$ cat src/rtl/uart_pkg.sv
// Shared definitions for the UART port-bus echo master: status bit positions,
// default port addresses and the service FSM state encoding.
package uart_pkg;

  localparam int RX_RDY_BIT = 0;
  localparam int TX_RDY_BIT = 1;
  localparam int PERR_BIT   = 2;
  localparam int FERR_BIT   = 3;
  localparam int OVF_BIT    = 4;

  localparam logic [15:0] DATA_PORT_DEF   = 16'h0000;
  localparam logic [15:0] STATUS_PORT_DEF = 16'h0001;
  localparam logic [15:0] LED_PORT_DEF    = 16'h0002;

  typedef enum logic [2:0] {
    IDLE    = 3'd0,
    ACK     = 3'd1,
    RD_STAT = 3'd2,
    DECIDE  = 3'd3,
    RD_DATA = 3'd4,
    WR_DATA = 3'd5,
    WR_LED  = 3'd6
  } state_t;

endpackage

$ cat src/rtl/echo_fifo.sv
// Small synchronous FIFO holding received bytes until they are echoed.
// Pointers carry one extra wrap bit so full and empty are distinguishable.
// Push while full and pop while empty are ignored.
module echo_fifo #(
  parameter int DEPTH  = 8,
  parameter int DATA_W = 8
) (
  input  logic              clk,
  input  logic              rst_out,
  input  logic              push,
  input  logic              pop,
  input  logic [DATA_W-1:0] wdata,
  output logic [DATA_W-1:0] head,
  output logic              full,
  output logic              empty
);

  localparam int AW = $clog2(DEPTH);

  logic [AW:0]       wr_ptr;
  logic [AW:0]       rd_ptr;
  logic [DATA_W-1:0] mem [DEPTH];

  assign empty = (wr_ptr == rd_ptr);
  assign full  = (wr_ptr[AW] != rd_ptr[AW]) && (wr_ptr[AW-1:0] == rd_ptr[AW-1:0]);
  assign head  = mem[rd_ptr[AW-1:0]];

  // Pointer advance on accepted push/pop.
  always_ff @(posedge clk or posedge rst_out) begin
    if (rst_out) begin
      wr_ptr <= '0;
      rd_ptr <= '0;
    end else begin
      if (push && !full)  wr_ptr <= wr_ptr + (AW+1)'(1);
      if (pop  && !empty) rd_ptr <= rd_ptr + (AW+1)'(1);
    end
  end

  // Storage write; contents need no reset since empty gates every read.
  always_ff @(posedge clk) begin
    if (push && !full) mem[wr_ptr[AW-1:0]] <= wdata;
  end

endmodule

$ cat src/rtl/uart_echo_master.sv
// Port-bus initiator that services the UART interrupt in place of firmware:
// reads status and data, buffers received bytes, echoes one byte per pass and
// writes {err_count, rx_count} to the LED port.
// Build option: define ECHO_ERR_FILTER_EN to drop bytes flagged with
// parity or framing errors instead of echoing them.
module uart_echo_master
  import uart_pkg::*;
#(
  parameter int          FIFO_DEPTH  = 8,
  parameter logic [15:0] DATA_PORT   = DATA_PORT_DEF,
  parameter logic [15:0] STATUS_PORT = STATUS_PORT_DEF,
  parameter logic [15:0] LED_PORT    = LED_PORT_DEF
) (
  input  logic        clk,
  input  logic        rst_out,
  input  logic        interrupt,
  input  logic [15:0] in_port,
  output logic [15:0] port_id,
  output logic [15:0] out_port,
  output logic        read_strobe,
  output logic        write_strobe,
  output logic        interrupt_ack
);

  state_t      state_q, state_d;
  logic [7:0]  stat_q;
  logic [7:0]  rx_count_q, rx_count_d;
  logic [7:0]  err_count_q, err_count_d;
  logic        fifo_push, fifo_pop, fifo_full, fifo_empty;
  logic [7:0]  fifo_head, tx_byte;
  logic        in_rd, rx_err, byte_bad, drop;
  logic [15:0] port_id_d, out_port_d;
  logic        read_strobe_d, write_strobe_d, interrupt_ack_d;
  logic        unused_in_hi;

  assign unused_in_hi = ^in_port[15:8];

  assign in_rd  = (state_q == RD_DATA);
  assign rx_err = |stat_q[OVF_BIT:PERR_BIT];
`ifdef ECHO_ERR_FILTER_EN
  assign byte_bad = stat_q[PERR_BIT] | stat_q[FERR_BIT];
`else
  assign byte_bad = 1'b0;
`endif
  assign fifo_push = in_rd && !fifo_full && !byte_bad;
  assign drop      = in_rd && fifo_full && !byte_bad;
  assign fifo_pop  = (state_q == WR_DATA);

  // When the FIFO is empty on the way into WR_DATA, the byte is being pushed
  // this very cycle, so forward it straight from the bus.
  assign tx_byte = fifo_empty ? in_port[7:0] : fifo_head;

  echo_fifo #(.DEPTH(FIFO_DEPTH), .DATA_W(8)) u_fifo (
    .clk   (clk),
    .rst_out(rst_out),
    .push  (fifo_push),
    .pop   (fifo_pop),
    .wdata (in_port[7:0]),
    .head  (fifo_head),
    .full  (fifo_full),
    .empty (fifo_empty)
  );

  // State register.
  always_ff @(posedge clk or posedge rst_out) begin
    if (rst_out) state_q <= IDLE;
    else         state_q <= state_d;
  end

  // Next-state logic for one service pass.
  always_comb begin
    state_d = state_q;
    unique case (state_q)
      IDLE:    if (interrupt) state_d = ACK;
      ACK:     state_d = RD_STAT;
      RD_STAT: state_d = DECIDE;
      DECIDE: begin
        if (stat_q[RX_RDY_BIT])                     state_d = RD_DATA;
        else if (stat_q[TX_RDY_BIT] && !fifo_empty) state_d = WR_DATA;
        else                                        state_d = WR_LED;
      end
      RD_DATA: begin
        if (stat_q[TX_RDY_BIT] && (fifo_push || !fifo_empty)) state_d = WR_DATA;
        else                                                  state_d = WR_LED;
      end
      WR_DATA: state_d = WR_LED;
      WR_LED:  state_d = IDLE;
      default: state_d = IDLE;
    endcase
  end

  // Counter updates happen on the RD_DATA edge; the LED write uses these.
  always_comb begin
    rx_count_d  = rx_count_q;
    err_count_d = err_count_q;
    if (in_rd) begin
      rx_count_d = rx_count_q + 8'd1;
      if ((rx_err || drop) && (err_count_q != 8'hFF)) err_count_d = err_count_q + 8'd1;
    end
  end

  // Bus outputs for the state being entered, so they are registered.
  always_comb begin
    port_id_d       = 16'h0000;
    out_port_d      = 16'h0000;
    read_strobe_d   = 1'b0;
    write_strobe_d  = 1'b0;
    interrupt_ack_d = 1'b0;
    unique case (state_d)
      ACK:     interrupt_ack_d = 1'b1;
      RD_STAT: begin port_id_d = STATUS_PORT; read_strobe_d = 1'b1; end
      RD_DATA: begin port_id_d = DATA_PORT;   read_strobe_d = 1'b1; end
      WR_DATA: begin
        port_id_d      = DATA_PORT;
        out_port_d     = {8'h00, tx_byte};
        write_strobe_d = 1'b1;
      end
      WR_LED: begin
        port_id_d      = LED_PORT;
        out_port_d     = {err_count_d, rx_count_d};
        write_strobe_d = 1'b1;
      end
      default: ;
    endcase
  end

  // Registered bus outputs, status capture and counters.
  always_ff @(posedge clk or posedge rst_out) begin
    if (rst_out) begin
      port_id       <= '0;
      out_port      <= '0;
      read_strobe   <= 1'b0;
      write_strobe  <= 1'b0;
      interrupt_ack <= 1'b0;
      stat_q        <= '0;
      rx_count_q    <= '0;
      err_count_q   <= '0;
    end else begin
      port_id       <= port_id_d;
      out_port      <= out_port_d;
      read_strobe   <= read_strobe_d;
      write_strobe  <= write_strobe_d;
      interrupt_ack <= interrupt_ack_d;
      if (state_q == RD_STAT) stat_q <= in_port[7:0];
      rx_count_q    <= rx_count_d;
      err_count_q   <= err_count_d;
    end
  end

endmodule

$ cat config.mk
export PLATFORM = sky130hd
export DESIGN_NAME = uart_echo_master
export DESIGN_NICKNAME = d
export VERILOG_FILES = /design/src/rtl/uart_pkg.sv /design/src/rtl/echo_fifo.sv /design/src/rtl/uart_echo_master.sv
export SDC_FILE = /design/constraint.sdc
export NUM_CORES = 1
export LEC_CHECK = 0
export CORE_MARGIN = 2
export CORE_UTILIZATION = 50
export CTS_CLUSTER_DIAMETER = 120
export DETAILED_ROUTE_END_ITERATION = 8
export HOLD_SLACK_MARGIN = 0.02
export PLACE_DENSITY = 0.67
export SLEW_MARGIN = 20
export SYNTH_ARGS = -nofsm -noshare
export SYNTH_HDL_FRONTEND = slang
export SYNTH_HIERARCHICAL = 1
export SYNTH_SLANG_ARGS = --single-unit
export TNS_END_PERCENT = 1
$ cat constraint.sdc
create_clock -name clk -period 3.35 [get_ports clk]
set_input_delay 0.335 -clock clk [delete_from_list [all_inputs] [get_ports clk]]
set_output_delay 0.335 -clock clk [all_outputs]
set_load 0.005 [all_outputs]
# == Word-level counts from Yosys, hierarchy flattened ==
# Memory sizes are Yosys's and may differ from the RTL's.
# Index checks and enable logic that the tools add are counted.
# word_totals
reg_bits,67
ramBits,64
out_inout_bits,35
mem_count,1
# mem_list
name,words,word_bits,rd,rd_ports_with_merged_regs,write_ports,line,text
u_fifo.mem,8,8,1,0,1,echo_fifo.sv:22,logic [DATA_W-1:0] mem [DEPTH];
# op_classes
addsub,4
n_eq_ne,14
n_mux,16
reduce_logical,16
# op_table
cell,count
$mux W8,4
$pmux W16 S2,1
$pmux W3 S6,1
$add A8 B1 Y8 const B,2
$eq A3 B3 Y1 const B,5
$eq A3 B2 Y1 const B,3
$add A4 B1 Y4 const B,2
$logic_and A1 B1 Y1,8
$ne A8 B8 Y1 const B,1
$eq A3 B1 Y1 const B,2
$mux W2,3
$mux W1,5
$eq A4 B4 Y1,1
$pmux W2 S2,1
$reduce_or A2 Y1,2
$eq A3 B3 Y1,1
$logic_not A3 Y1,1
$mux W3,1
$reduce_or A3 Y1,1
$logic_not A1 Y1,2
$logic_or A1 B1 Y1,2
$ne A1 B1 Y1,1

# == Logic depth before layout (Yosys ltp) ==
# depth
depth_word,11
ltp_mapped,10
ltp_nobuf,7

# == Modules after synthesis ==
# The synthesis kept the hierarchy.
# by_module_without_submodules
mod,n_inst,cells_per_inst,area_per_inst_um2,seq_area_each_um2
echo_fifo,1,151,3180.6,2122.0
uart_echo_master,1,191,2210.9,1126.1

# == Least setup slack after synthesis ==
# OpenSTA, ideal clock, no wires.
# synth_path
path_kind,reg-to-reg
start,reg u_fifo.wr_ptr[0]
end,mem u_fifo.mem[4][0] (enable)
setup_time_ns,0.395
t_arrival_ns,2.417
required_time_ns,2.955
setup_slack_ns,0.538
stages_incl_launch_ff,7
period_less_slack_ns,2.812
path_cell_list,dfrtp_1 buf_6 xor2_2 nor4_4 nor2_1 nand2_1 nor4_1
# synth_between
elab_chain_cells,7
# synth_lines
item,line,text
"start, declared",echo_fifo.sv:20,logic [AW:0] wr_ptr;
"start signal, assigned",echo_fifo.sv:34,if (push && !full) wr_ptr <= wr_ptr + (AW+1)'(1);
$eq A3 B3 Y1,echo_fifo.sv:25,assign full = (wr_ptr[AW] != rd_ptr[AW]) && (wr_ptr[AW-1:0] == rd_ptr[AW-1:0]);
$logic_and A1 B1 Y1,echo_fifo.sv:25,
via fifo_full,uart_echo_master.sv:29,"logic fifo_push, fifo_pop, fifo_full, fifo_empty;"
$logic_not A1 Y1,uart_echo_master.sv:45,assign fifo_push = in_rd && !fifo_full && !byte_bad;
$logic_and A1 B1 Y1,uart_echo_master.sv:45,
via fifo_push,uart_echo_master.sv:29,
$logic_and A1 B1 Y1,echo_fifo.sv:41,if (push && !full) mem[wr_ptr[AW-1:0]] <= wdata;
$mux W1,echo_fifo.sv:41,
$mux W1 (implied by the code),echo_fifo.sv:41,
"end, declared",echo_fifo.sv:22,
# The timed path passes the listed nets, and every way through them passes these cells.

# == Final worst setup path ==
# layout_path
start,reg u_fifo.wr_ptr[1]
end,reg out_port[10]
# layout_between
elab_chain_cells,10
word_cells_on_any_way,21
classes_between,eq/ne: 4; mux: 7; reduce/logical: 10
# layout_lines
item,line,text
$eq A3 B3 Y1 *,echo_fifo.sv:25,
$logic_and A1 B1 Y1 *,echo_fifo.sv:25,
via fifo_full,uart_echo_master.sv:29,
$logic_not A1 Y1,uart_echo_master.sv:45,
$logic_and A1 B1 Y1,uart_echo_master.sv:45,
$logic_or A1 B1 Y1,uart_echo_master.sv:83,if (stat_q[TX_RDY_BIT] && (fifo_push || !fifo_empty)) state_d = WR_DATA;
$logic_and A1 B1 Y1,uart_echo_master.sv:83,
$mux W2,uart_echo_master.sv:83,
$pmux W3 S6,uart_echo_master.sv:73,unique case (state_q)
$eq A3 B3 Y1,uart_echo_master.sv:109,unique case (state_d)
$pmux W16 S2 *,uart_echo_master.sv:109,
via out_port_d[10],uart_echo_master.sv:32,"logic [15:0] port_id_d, out_port_d;"
"end signal, assigned",uart_echo_master.sv:140,out_port <= out_port_d;
"end, declared",uart_echo_master.sv:19,"output logic [15:0] out_port,"
# Mark *: on every way through the listed nets, which the timed path passes. The rest lies on a longest branch.
# A chain may end at the register's enable or synchronous reset.

==> reports/qor.yml <==
yosys:
  synth_seq_area_share_pct: 60.25
  synthesis.area_um2: 5391
  ys_ff_latch: 117
  async_flop_share_pct: 45.30
  synth_enable_flop_cells: 64
  synth_warnings: 6
  synthCells: 342
  synth_ff_type: "edfxtp_1"
  syn_avg_cell_area_um2: 15.76
  synthDistinctLibCells: 63
timing:
  fin_crit_ns: 2.869
  slew_viol_final: 0
  hold_violations: 0
  rsz0062_at_grt: "no"
  tightest_slew_ns: 0.9311
  max-slew-margin-rel_pct: 37.84
  fin_ws_ns: 0.4807
  min_period_over_period_pct: 85.65
  finalClockSkew_ns: 0.008590
  max_freq_ghz: 0.3485
  finalSetupViolCount: 0
  fin_setup_tns_ns: 0
routing:
  drcViolationCount: 0
  ant_nets: 0
  via_per_inst: 5.426
  drt_iter0_drc: 151
  drt-total-wl_mm: 9.563
  wl_per_cell_um: 17.64
  drtPass1Iterations: 4
  num_vias: 2941
power:
  p_int_uw: 3575
  power.density_nw_per_um2: 836.9
  pwr-share-comb_pct: 31.4
  sw_frac_of_total_pct: 32.78
  clkPwrFrac_pct: 30.9
  p_sw_uw: 1743
  static-leakage-power_uw: 0.002455
  vdd_drop_max_uv: 389.5
  power_frac_seq_pct: 37.7
  totalPowerFinal_uw: 5317
layout:
  fin_nets: 416
  final_util_pct: 61.00
  n_fill_cell: 793
  final_cell_area_um2: 6354
  n_antenna_cell: 0
  drive_above_1_share_pct: 23.15
  area_growth_pct: 17.85
floorplan:
  fp.coreArea_um2: 10420
  die_h_um: 107.8
  initial_core_util_pct: 51.76
  die_w_um: 107.8
  dieArea_um2: 11630
  ios: 54
  rows: 37
placed_design:
  place_congestion: 0.7802
  preCtsSetupSlack_ns: 0.5209
  placed_cell_area_um2: 5806
  port_buffers: 31
  hpwl_mm: 6.049
critical_path:
  crit_slowest_cell: "dfrtp_1"
  slowest_delay_ns: 0.61
  rr_worst_depth: 6
  startpoint_type: "flip-flop"
  startpoint: "u_fifo/wr_ptr[1]"
  cp_top_family: "compound AO/OA/AOI/OAI gates"
  r2r_start: "u_fifo/wr_ptr[1]"
  crit_fanout: 14
  critical_path.cell_chain: "xor2_4, nor4_4, a21boi_0, o21bai_1, nor2_2, a211oi_1"
  critical_path_class: "flip-flop to flip-flop"
  end_kind: "flip-flop"
  worstPathArrival_ns: 3.28
  path_buf_inv: 0
  worst_r2r_endpoint: "out_port[10]"
  r2r_slack_ns: 0.48
  required_ns: 3.76
clock_network:
  clock_path_buffers: 2
  clk_pin_slew_ns: 0.06
  clockRootBuffer: "clkbuf_8"
  cts_resized: 0
  htreeDepth: 4
  holdBufCountCts: 0
  cts_buffers: 17
  clkSinkCount: 117
  clk_latency_ns: 0.52
  cts_tree: "done"
  cts_setup_buffers: 0
global_route:
  grt_pass1_wl_mm: 15.65
  first_global_vias: 3017
  grt_start_max_net_pins: 46
  grt_antenna_before_repair: 0
  track_usage_pct: 18.47
  overflow: 0
run:
  cap_violations: 0
outcome:
  outcome: "completed"
worst_hold_path:
  hold_path_class: "input pin to async pin"
[sequential cells by signal, summed over array words and instances, names as in the netlist]
name and count:
u_fifo/mem 64, out_port 16, err_count_q 8, rx_count_q 8
stat_q 5, u_fifo/rd_ptr 4, u_fifo/wr_ptr 4, state_q 3
port_id 2, interrupt_ack 1, read_strobe 1, write_strobe 1
[cell usage in the layout (no fill, tap or decap), drive strengths merged, types with 7 or more instances in the layout]
cell type,netlist,routed
dfrtp,53,53
conb,1,14
xor2,10,10
mux2,15,15
xnor2,9,9
o41ai,7,7
nand2,14,14
clkdlybuf4s50,0,31
inv,16,18
mux4,16,16
nor2,13,13
edfxtp,64,64
mux2i,12,12
clkinv,0,9
buf,28,16
o22ai,8,8
clkbuf,0,18
[area by class of cell]
class                      count  area (um^2)  area share [%]
timing repair buffer          47        430.4           6.774
inverter                      16        60.06          0.9453
sequential                   117         3248           51.12
clock inverter                14        130.1           2.048
tap                          136        170.2           2.678
clock buffer                  18        417.9           6.577
multi-input combinational    194         1897           29.85
[how the worst max path moves through the flow]
stage / slack (ns) / to / cells past startpoint
4_1_cts: 0.49 / write_strobe / 8
3_3_place_gp: 0.59 / write_strobe / 8
6_report: 0.48 / out_port[10] / 6
5_1_grt: 0.22 / out_port[10] / 6
2_1_floorplan: 0.54 / u_fifo/mem[4][0] / 6
3_5_place_dp: 0.52 / write_strobe / 8
[metrics by stage]
step / hold slack [ns] / instances
6_report: 0.1204 / 542
4_1_cts: 0.1172 / 542
2_1_floorplan: 0.1507 / 355
3_5_place_dp: 0.4988 / 510
3_3_place_gp: 0.5006 / 510
5_1_grt: 0.1636 / 542
[Yosys cell counts, drive strengths merged, types with 2 or more instances]
library cell | count | area, um^2
ha | 4 | 50.05
and2 | 3 | 18.77
and4 | 2 | 18.77
a21oi | 5 | 25.02
or4 | 3 | 26.27
nand2 | 14 | 52.55
o21bai | 4 | 30.03
dfrtp | 53 | 1326
nor2 | 13 | 51.30
nor3b | 3 | 43.79
nand3 | 5 | 25.02
o22ai | 8 | 56.30
xnor2 | 9 | 78.83
o31ai | 3 | 22.52
buf | 28 | 235.2
mux2i | 12 | 120.1
xor2 | 10 | 132.6
nor4 | 5 | 76.32
nand4 | 4 | 25.02
o41ai | 7 | 113.9
edfxtp | 64 | 1922
o21ai | 5 | 25.02
nor4b | 3 | 38.79
or2b | 2 | 15.01
o311ai | 4 | 42.55
nor2b | 3 | 18.77
inv | 16 | 60.06
nor3 | 5 | 30.03
or3 | 2 | 17.52
mux2 | 15 | 202.7
mux4 | 16 | 394.1
or3b | 2 | 20.02
[metal layers]
layer	up-vias	global-route usage, %	routed length (um)
met5	-	0	0
met4	0	7.418	84
met3	8	5.448	323
met2	59	29.69	4921
met1	1493	23.54	4233
li1	1381	-	-
[power groups by stage]
| stage | Combinational, uW | Sequential [uW] | Clock [uW] |
|---|---|---|---|
| 2_1_floorplan | 1410 | 1920 | 0 |
| 3_3_place_gp | 1640 | 2020 | 0 |
| 3_5_place_dp | 1680 | 2030 | 0 |
| 4_1_cts | 1690 | 2010 | 1680 |
| 5_1_grt | 1820 | 2040 | 1740 |
| 6_report | 1670 | 2010 | 1640 |
[worst reg2reg max path, delay by kind of cell (launching register included)]
| kind | cells | cell delay [ns] |
|---|---|---|
| AND/OR/NAND/NOR | 2 | 0.83 |
| flip-flops | 1 | 0.61 |
| XOR/XNOR | 1 | 0.23 |
| AO/OA/AOI/OAI | 3 | 1.08 |
[logic make-up after synthesis]
| group | share of synthesized area, % |
|---|---|
| other | 0.06955 |
| DFF | 60.25 |
| muxes | 13.30 |
| and+or+nand+nor | 9.422 |
| buffers and inverters | 5.477 |
| AOI/OAI and AO/OA | 6.637 |
| adders and majority gates | 0.9283 |
| xor gates and xnor gates | 3.922 |
Power figures use the tool's default switching activity.
